### src/rtl/uart_axi_sched_if.sv
// AXI4-lite link between uart_axi_sched (master) and the UART register block (slave).
interface uart_axi_sched_if;
  logic [3:0]  araddr;
  logic        arvalid;
  logic        arready;
  logic [31:0] rdata;
  logic [1:0]  rresp;
  logic        rvalid;
  logic        rready;
  logic [3:0]  awaddr;
  logic        awvalid;
  logic        awready;
  logic [31:0] wdata;
  logic [3:0]  wstrb;
  logic        wvalid;
  logic        wready;
  logic [1:0]  bresp;
  logic        bvalid;
  logic        bready;

  modport master (
    output araddr, arvalid, rready, awaddr, awvalid, wdata, wstrb, wvalid, bready,
    input  arready, rdata, rresp, rvalid, awready, wready, bresp, bvalid
  );

  modport slave (
    input  araddr, arvalid, rready, awaddr, awvalid, wdata, wstrb, wvalid, bready,
    output arready, rdata, rresp, rvalid, awready, wready, bresp, bvalid
  );
endinterface

### src/rtl/uart_axi_sched.sv
// Shares the AXI4-lite UART port between an RX byte client and a TX client with round-robin
// arbitration and status polling. Define UART_SCHED_WORD_EN for 32-bit TX words sent as 4 bytes.
module uart_axi_sched #(
  parameter int unsigned POLL_GAP = 4
) (
  input  logic        clk,
  input  logic        rstn,
  input  logic        rx_req,
  output logic        rx_ack,
  output logic [7:0]  rx_data,
  input  logic        tx_req,
`ifdef UART_SCHED_WORD_EN
  input  logic [31:0] tx_data,
`else
  input  logic [7:0]  tx_data,
`endif
  output logic        tx_ack,
  output logic        busy,
  output logic        err,
  uart_axi_sched_if.master uart_axi
);

  localparam logic [3:0] ADDR_RX   = 4'h0;
  localparam logic [3:0] ADDR_TX   = 4'h4;
  localparam logic [3:0] ADDR_STAT = 4'h8;
  localparam logic       GNT_RX    = 1'b0;
  localparam logic       GNT_TX    = 1'b1;
  localparam logic [7:0] GAP_LOAD  = (POLL_GAP == 0) ? 8'd0 : 8'(POLL_GAP - 1);

  typedef enum logic [2:0] {
    IDLE, ST_AR, ST_R, RX_AR, RX_R, TX_W, TX_B, BACKOFF
  } state_t;

  state_t      state_q, state_d;
  logic        grant_q, grant_d;
  logic        last_grant_q, last_grant_d;
  logic [7:0]  gap_q, gap_d;
  logic        arvalid_q, arvalid_d;
  logic [3:0]  araddr_q, araddr_d;
  logic        rready_q, rready_d;
  logic        awvalid_q, awvalid_d;
  logic [3:0]  awaddr_q, awaddr_d;
  logic        wvalid_q, wvalid_d;
  logic [31:0] wdata_q, wdata_d;
  logic [3:0]  wstrb_q, wstrb_d;
  logic        bready_q, bready_d;
  logic [7:0]  rx_data_q, rx_data_d;
  logic        rx_ack_q, rx_ack_d;
  logic        tx_ack_q, tx_ack_d;
  logic        busy_q, busy_d;
  logic        err_q, err_d;
  logic [7:0]  tx_byte;
  logic        ar_hs, r_hs, aw_hs, w_hs, b_hs;
  logic        unused_rdata_hi;

  assign ar_hs = arvalid_q & uart_axi.arready;
  assign r_hs  = rready_q  & uart_axi.rvalid;
  assign aw_hs = awvalid_q & uart_axi.awready;
  assign w_hs  = wvalid_q  & uart_axi.wready;
  assign b_hs  = bready_q  & uart_axi.bvalid;
  assign unused_rdata_hi = ^uart_axi.rdata[31:8];

`ifdef UART_SCHED_WORD_EN
  logic [1:0] byte_q, byte_d;

  always_comb begin
    tx_byte = tx_data[7:0];
    case (byte_q)
      2'd1:    tx_byte = tx_data[15:8];
      2'd2:    tx_byte = tx_data[23:16];
      2'd3:    tx_byte = tx_data[31:24];
      default: tx_byte = tx_data[7:0];
    endcase
  end
`else
  assign tx_byte = tx_data;
`endif

  always_comb begin
    state_d      = state_q;
    grant_d      = grant_q;
    last_grant_d = last_grant_q;
    gap_d        = gap_q;
    arvalid_d    = arvalid_q;
    araddr_d     = araddr_q;
    rready_d     = rready_q;
    awvalid_d    = awvalid_q;
    awaddr_d     = awaddr_q;
    wvalid_d     = wvalid_q;
    wdata_d      = wdata_q;
    wstrb_d      = wstrb_q;
    bready_d     = bready_q;
    rx_data_d    = rx_data_q;
    rx_ack_d     = 1'b0;
    tx_ack_d     = 1'b0;
`ifdef UART_SCHED_WORD_EN
    byte_d       = byte_q;
`endif
    // Error responses are recorded but never abort the sequence.
    err_d = err_q | (r_hs & (|uart_axi.rresp)) | (b_hs & (|uart_axi.bresp));

    case (state_q)
      IDLE: begin
        // No grant in the ack cycle: the client has not yet had a chance to drop its request.
        if (!rx_ack_q && !tx_ack_q && (rx_req || tx_req)) begin
          grant_d      = (rx_req && tx_req) ? ~last_grant_q : tx_req;
          last_grant_d = grant_d;
          arvalid_d    = 1'b1;
          araddr_d     = ADDR_STAT;
          state_d      = ST_AR;
        end
      end
      ST_AR: begin
        if (ar_hs) begin
          arvalid_d = 1'b0;
          rready_d  = 1'b1;
          state_d   = ST_R;
        end
      end
      ST_R: begin
        if (r_hs) begin
          rready_d = 1'b0;
          if (grant_q == GNT_RX && uart_axi.rdata[0]) begin
            arvalid_d = 1'b1;
            araddr_d  = ADDR_RX;
            state_d   = RX_AR;
          end else if (grant_q == GNT_TX && !uart_axi.rdata[3]) begin
            awvalid_d = 1'b1;
            wvalid_d  = 1'b1;
            awaddr_d  = ADDR_TX;
            wdata_d   = {24'b0, tx_byte};
            wstrb_d   = 4'b0001;
            state_d   = TX_W;
          end else if (POLL_GAP == 0) begin
            state_d = IDLE;
          end else begin
            gap_d   = GAP_LOAD;
            state_d = BACKOFF;
          end
        end
      end
      BACKOFF: begin
        if (gap_q == 8'd0) begin
          state_d = IDLE;
        end else begin
          gap_d = gap_q - 8'd1;
        end
      end
      RX_AR: begin
        if (ar_hs) begin
          arvalid_d = 1'b0;
          rready_d  = 1'b1;
          state_d   = RX_R;
        end
      end
      RX_R: begin
        if (r_hs) begin
          rready_d  = 1'b0;
          rx_data_d = uart_axi.rdata[7:0];
          rx_ack_d  = 1'b1;
          state_d   = IDLE;
        end
      end
      TX_W: begin
        if (aw_hs) awvalid_d = 1'b0;
        if (w_hs)  wvalid_d  = 1'b0;
        // Address and data channels may complete in either order or together.
        if ((!awvalid_q || uart_axi.awready) && (!wvalid_q || uart_axi.wready)) begin
          bready_d = 1'b1;
          state_d  = TX_B;
        end
      end
      TX_B: begin
        if (b_hs) begin
          bready_d = 1'b0;
`ifdef UART_SCHED_WORD_EN
          if (byte_q == 2'd3) begin
            byte_d   = 2'd0;
            tx_ack_d = 1'b1;
            state_d  = IDLE;
          end else begin
            byte_d    = byte_q + 2'd1;
            arvalid_d = 1'b1;
            araddr_d  = ADDR_STAT;
            state_d   = ST_AR;
          end
`else
          tx_ack_d = 1'b1;
          state_d  = IDLE;
`endif
        end
      end
      default: state_d = IDLE;
    endcase

    busy_d = (state_d != IDLE);
  end

  always_ff @(posedge clk) begin
    if (!rstn) begin
      state_q      <= IDLE;
      grant_q      <= GNT_RX;
      last_grant_q <= GNT_TX;
      gap_q        <= 8'd0;
      arvalid_q    <= 1'b0;
      araddr_q     <= ADDR_STAT;
      rready_q     <= 1'b0;
      awvalid_q    <= 1'b0;
      awaddr_q     <= ADDR_TX;
      wvalid_q     <= 1'b0;
      wdata_q      <= 32'd0;
      wstrb_q      <= 4'd0;
      bready_q     <= 1'b0;
      rx_data_q    <= 8'd0;
      rx_ack_q     <= 1'b0;
      tx_ack_q     <= 1'b0;
      busy_q       <= 1'b0;
      err_q        <= 1'b0;
`ifdef UART_SCHED_WORD_EN
      byte_q       <= 2'd0;
`endif
    end else begin
      state_q      <= state_d;
      grant_q      <= grant_d;
      last_grant_q <= last_grant_d;
      gap_q        <= gap_d;
      arvalid_q    <= arvalid_d;
      araddr_q     <= araddr_d;
      rready_q     <= rready_d;
      awvalid_q    <= awvalid_d;
      awaddr_q     <= awaddr_d;
      wvalid_q     <= wvalid_d;
      wdata_q      <= wdata_d;
      wstrb_q      <= wstrb_d;
      bready_q     <= bready_d;
      rx_data_q    <= rx_data_d;
      rx_ack_q     <= rx_ack_d;
      tx_ack_q     <= tx_ack_d;
      busy_q       <= busy_d;
      err_q        <= err_d;
`ifdef UART_SCHED_WORD_EN
      byte_q       <= byte_d;
`endif
    end
  end

  assign uart_axi.arvalid = arvalid_q;
  assign uart_axi.araddr  = araddr_q;
  assign uart_axi.rready  = rready_q;
  assign uart_axi.awvalid = awvalid_q;
  assign uart_axi.awaddr  = awaddr_q;
  assign uart_axi.wvalid  = wvalid_q;
  assign uart_axi.wdata   = wdata_q;
  assign uart_axi.wstrb   = wstrb_q;
  assign uart_axi.bready  = bready_q;
  assign rx_data          = rx_data_q;
  assign rx_ack           = rx_ack_q;
  assign tx_ack           = tx_ack_q;
  assign busy             = busy_q;
  assign err              = err_q;

endmodule
### src/flat_wrapper.sv
// flat-port wrapper written by rule: the top's interface ports become plain ports
module uart_axi_sched_flat 
#(
  parameter int unsigned POLL_GAP = 4
)
  (clk, rstn, rx_req, rx_ack, rx_data, tx_req, tx_data, tx_ack, busy, err, uart_axi_araddr, uart_axi_arvalid, uart_axi_rready, uart_axi_awaddr, uart_axi_awvalid, uart_axi_wdata, uart_axi_wstrb, uart_axi_wvalid, uart_axi_bready, uart_axi_arready, uart_axi_rdata, uart_axi_rresp, uart_axi_rvalid, uart_axi_awready, uart_axi_wready, uart_axi_bresp, uart_axi_bvalid);
  uart_axi_sched_if uart_axi_i ();
  input  logic clk;
  input  logic rstn;
  input  logic rx_req;
  output logic rx_ack;
  output logic [7:0] rx_data;
  input  logic tx_req;
  input  logic [7:0] tx_data;
  output logic tx_ack;
  output logic busy;
  output logic err;
  output wire logic [$bits(uart_axi_i.araddr)-1:0] uart_axi_araddr;
  output wire logic [$bits(uart_axi_i.arvalid)-1:0] uart_axi_arvalid;
  output wire logic [$bits(uart_axi_i.rready)-1:0] uart_axi_rready;
  output wire logic [$bits(uart_axi_i.awaddr)-1:0] uart_axi_awaddr;
  output wire logic [$bits(uart_axi_i.awvalid)-1:0] uart_axi_awvalid;
  output wire logic [$bits(uart_axi_i.wdata)-1:0] uart_axi_wdata;
  output wire logic [$bits(uart_axi_i.wstrb)-1:0] uart_axi_wstrb;
  output wire logic [$bits(uart_axi_i.wvalid)-1:0] uart_axi_wvalid;
  output wire logic [$bits(uart_axi_i.bready)-1:0] uart_axi_bready;
  input wire logic [$bits(uart_axi_i.arready)-1:0] uart_axi_arready;
  input wire logic [$bits(uart_axi_i.rdata)-1:0] uart_axi_rdata;
  input wire logic [$bits(uart_axi_i.rresp)-1:0] uart_axi_rresp;
  input wire logic [$bits(uart_axi_i.rvalid)-1:0] uart_axi_rvalid;
  input wire logic [$bits(uart_axi_i.awready)-1:0] uart_axi_awready;
  input wire logic [$bits(uart_axi_i.wready)-1:0] uart_axi_wready;
  input wire logic [$bits(uart_axi_i.bresp)-1:0] uart_axi_bresp;
  input wire logic [$bits(uart_axi_i.bvalid)-1:0] uart_axi_bvalid;
  assign uart_axi_araddr = uart_axi_i.araddr;
  assign uart_axi_arvalid = uart_axi_i.arvalid;
  assign uart_axi_rready = uart_axi_i.rready;
  assign uart_axi_awaddr = uart_axi_i.awaddr;
  assign uart_axi_awvalid = uart_axi_i.awvalid;
  assign uart_axi_wdata = uart_axi_i.wdata;
  assign uart_axi_wstrb = uart_axi_i.wstrb;
  assign uart_axi_wvalid = uart_axi_i.wvalid;
  assign uart_axi_bready = uart_axi_i.bready;
  assign uart_axi_i.arready = uart_axi_arready;
  assign uart_axi_i.rdata = uart_axi_rdata;
  assign uart_axi_i.rresp = uart_axi_rresp;
  assign uart_axi_i.rvalid = uart_axi_rvalid;
  assign uart_axi_i.awready = uart_axi_awready;
  assign uart_axi_i.wready = uart_axi_wready;
  assign uart_axi_i.bresp = uart_axi_bresp;
  assign uart_axi_i.bvalid = uart_axi_bvalid;
  uart_axi_sched #(.POLL_GAP(POLL_GAP)) u_core (.clk(clk), .rstn(rstn), .rx_req(rx_req), .rx_ack(rx_ack), .rx_data(rx_data), .tx_req(tx_req), .tx_data(tx_data), .tx_ack(tx_ack), .busy(busy), .err(err), .uart_axi(uart_axi_i));
endmodule
### config.mk
export PLATFORM = sky130hd
export DESIGN_NAME = uart_axi_sched_flat
export DESIGN_NICKNAME = d
export VERILOG_FILES = /design/src/rtl/uart_axi_sched_if.sv /design/src/rtl/uart_axi_sched.sv /design/src/flat_wrapper.sv
export SDC_FILE = /design/constraint.sdc
export NUM_CORES = 1
export LEC_CHECK = 0
export ABC_CLOCK_PERIOD_IN_PS = 3500
export CORE_MARGIN = 3
export CORE_UTILIZATION = 43
export CTS_BUF_LIST = sky130_fd_sc_hd__clkbuf_8
export DETAILED_ROUTE_END_ITERATION = 6
export PLACE_DENSITY_LB_ADDON = 0.12
export SYNTH_ARGS = -nofsm -noshare
export SYNTH_HDL_FRONTEND = slang
export SYNTH_SLANG_ARGS = --single-unit
### constraint.sdc
create_clock -name clk -period 3.5 [get_ports clk]
set_input_delay 0.35 -clock clk [delete_from_list [all_inputs] [get_ports clk]]
set_output_delay 0.35 -clock clk [all_outputs]
set_load 0.03 [all_outputs]
==> results.yml <==
power:
  p_seq_share_pct: 49.7
  p_switching_uw: 261
  power_uw: 958
  clkPwrFrac_pct: 34.0
  leakage_nw: 1.00
  power.density_nw_per_um2: 368
  switching_share_pct: 27.3
  ir_drop_mv: 0.299
  power_frac_comb_pct: 16.3
  intPower_uw: 697
global_route:
  grtUsageTotal_pct: 17.1
  overflow: 0
  grt_pass1_wl_um: 7410
  antenna_found_initial: 0
  grt_pass1_vias: 1668
  grt_max_degree: 18
floorplanning:
  die_w_um: 75.2
  start_util_pct: 46.0
  std_cell_rows: 24
  dieHeight_um: 75.2
  io_pins: 114
  core_area_um2: 4470
  die-area_um2: 5660
timing:
  post-route-period-util_pct: 61.9
  hold_viol: 0
  max_freq_ghz: 0.461
  tightest_slew_ps: 711
  rsz0062_at_grt: "no"
  tns_ps: 0
  setup_viol: 0
  post-route-min-period_ps: 2170
  slew_headroom_pct: 52.1
  worst_clock_skew_ps: 1.90
  slew_viol_final: 0
synth:
  yosysMostFrequentCell: "dfxtp_1"
  syn_area_per_cell_um2: 8.30
  async_flop_share_pct: 0
  yosys_warnings: 0
  synth_cell_types: 46
  synth_top_area_share_pct: 38.9
  netlist_instances: 248
  yosysTopAreaCell: "dfxtp_1"
  synth_commonest_cells: "40 x dfxtp_1, 34 x buf_4, 30 x a21oi_1, 21 x nand2_1, 19 x nor2_1"
  ys_seq_area_share_pct: 38.9
  synth_edf_count: 0
  syn_area_um2: 2060
  synthTopCellsByArea: "dfxtp_1 39%, buf_4 12%, a21oi_1 7.3%, mux2i_1 3.9%, nand2_1 3.8%"
  ys_ff_latch: 40
  synth_ff_type: "dfxtp_1"
setup_path:
  cp_max_fo: 16
  worstSetupPathType: "flip-flop to flip-flop"
  required_ps: 3720
  critPathLaunchType: "flip-flop"
  worstPathArrival_ps: 2380
  crit_path_end_kind: "flip-flop"
final_layout:
  utilization_pct: 58.2
  drive_above_1_share_pct: 5.32
  stdcell_area_um2: 2600
  synthToLayoutAreaGrowth_pct: 26.4
  finalNonFillerCells: 353
  nNetsFinal: 355
  n_antenna_cell: 0
clock_tree:
  cts_sinks: 40
  clk-insertion-delay-late_ps: 290
  hold_buffers: 0
  cts-root-buf: "clkbuf_8"
  cts.path.max_buffers: 2
  cts_tree: "yes"
  postCtsSetupRepairBufs: 0
  post_cts_resized: 0
  cts_buffers: 5
  htreeDepth: 2
  clk_pin_slew_ps: 70
job:
  drv_cap: 0
hold_path:
  hold_path_class: "flip-flop to flip-flop"
drt:
  dr.pass1.iters: 4
  routed_via_density: 5.10
  drtIter0Drc: 87
  antenna_left: 0
  vias: 1800
  drt_wl_total_um: 4680
  routedWlPerCell_um: 13.3
  drc: 0
placed_design:
  numPlacedInstances: 346
  placement.io_buffers: 55
  hpwl_um: 3580
  post_dp_cell_area_um2: 2510
  globalplace.congestion: 0.846
outcome:
  status: "finished clean"
worst paths after layout:
path	start	cells after the start	to	slack, ps
worst max register to register	u_core.state_q[0]	5	u_core.gap_q[3]	1330
worst max-delay path	u_core.state_q[0]	5	u_core.gap_q[3]	1330
worst min register to register	u_core.uart_axi.wdata[5]	2	u_core.uart_axi.wdata[5]	450
worst min-delay path	u_core.uart_axi.wdata[5]	2	u_core.uart_axi.wdata[5]	450
power groups by stage:
| stage | Clock [mW] | Sequential (mW) | Combinational (mW) |
|---|---|---|---|
| 2_1_floorplan | 0 | 0.493 | 0.120 |
| 3_3_place_gp | 0 | 0.487 | 0.154 |
| 3_5_place_dp | 0 | 0.487 | 0.155 |
| 4_1_cts | 0.335 | 0.476 | 0.155 |
| 5_1_grt | 0.348 | 0.479 | 0.168 |
| 6_report | 0.326 | 0.476 | 0.156 |
layer usage:
metal | wire [µm] | global-route usage, %
met5 | 0 | 0
met4 | 93 | 7.38
met3 | 337 | 4.94
met2 | 2150 | 27.6
met1 | 2100 | 21.2
area by class of cell:
type                       count  area, µm²
clock buffer                   7       96.3
fill                         409       1870
inverter                       9       33.8
multi-input combinational    188       1040
sequential                    40        801
tap                           52       65.1
timing repair buffer          57        566
per-stage QoR:
step	hold slack, ps	worst slack (ps)
6_report	453	1330
5_1_grt	476	1180
4_1_cts	457	1330
3_5_place_dp	447	1080
3_3_place_gp	442	1090
2_1_floorplan	422	1660
layout by cell type (no fill, tap or decap), drive strengths merged, types with 3 or more instances in the layout:
cell type and count:
clkbuf 7, o211ai 4, nor2b 4, o21ai 10, nand3 12, dfxtp 40, o21a 3, or3 6
nor4 3, nor2 19, nand3b 3, inv 8, conb 34, mux2i 8, a21oi 30, nand2 21
clkdlybuf4s50 55
sequential cells by signal (all words and copies together), names as in the netlist, 3 cells and up:
name,cells
u_core.state_q,3
u_core.rx_data,8
u_core.gap_q,8
u_core.uart_axi.wdata,8
cells by family after synthesis:
family / count (synthesis) / share of synthesized area [%]
other cells: 2 / 0.365
buf+inv: 52 / 16.4
mux: 8 / 3.89
simple gates: 84 / 21.5
compound gates: 61 / 18.3
flops: 40 / 38.9
fa+ha+maj: 1 / 0.607
worst max-delay path, stage by stage (launching register included):
cell and delay [ps]:
dfxtp_1 450, and3_1 300, or3_4 380, o21a_1 310, or4b_1 510, a21oi_1 150
(Power assumes the default switching activity.)
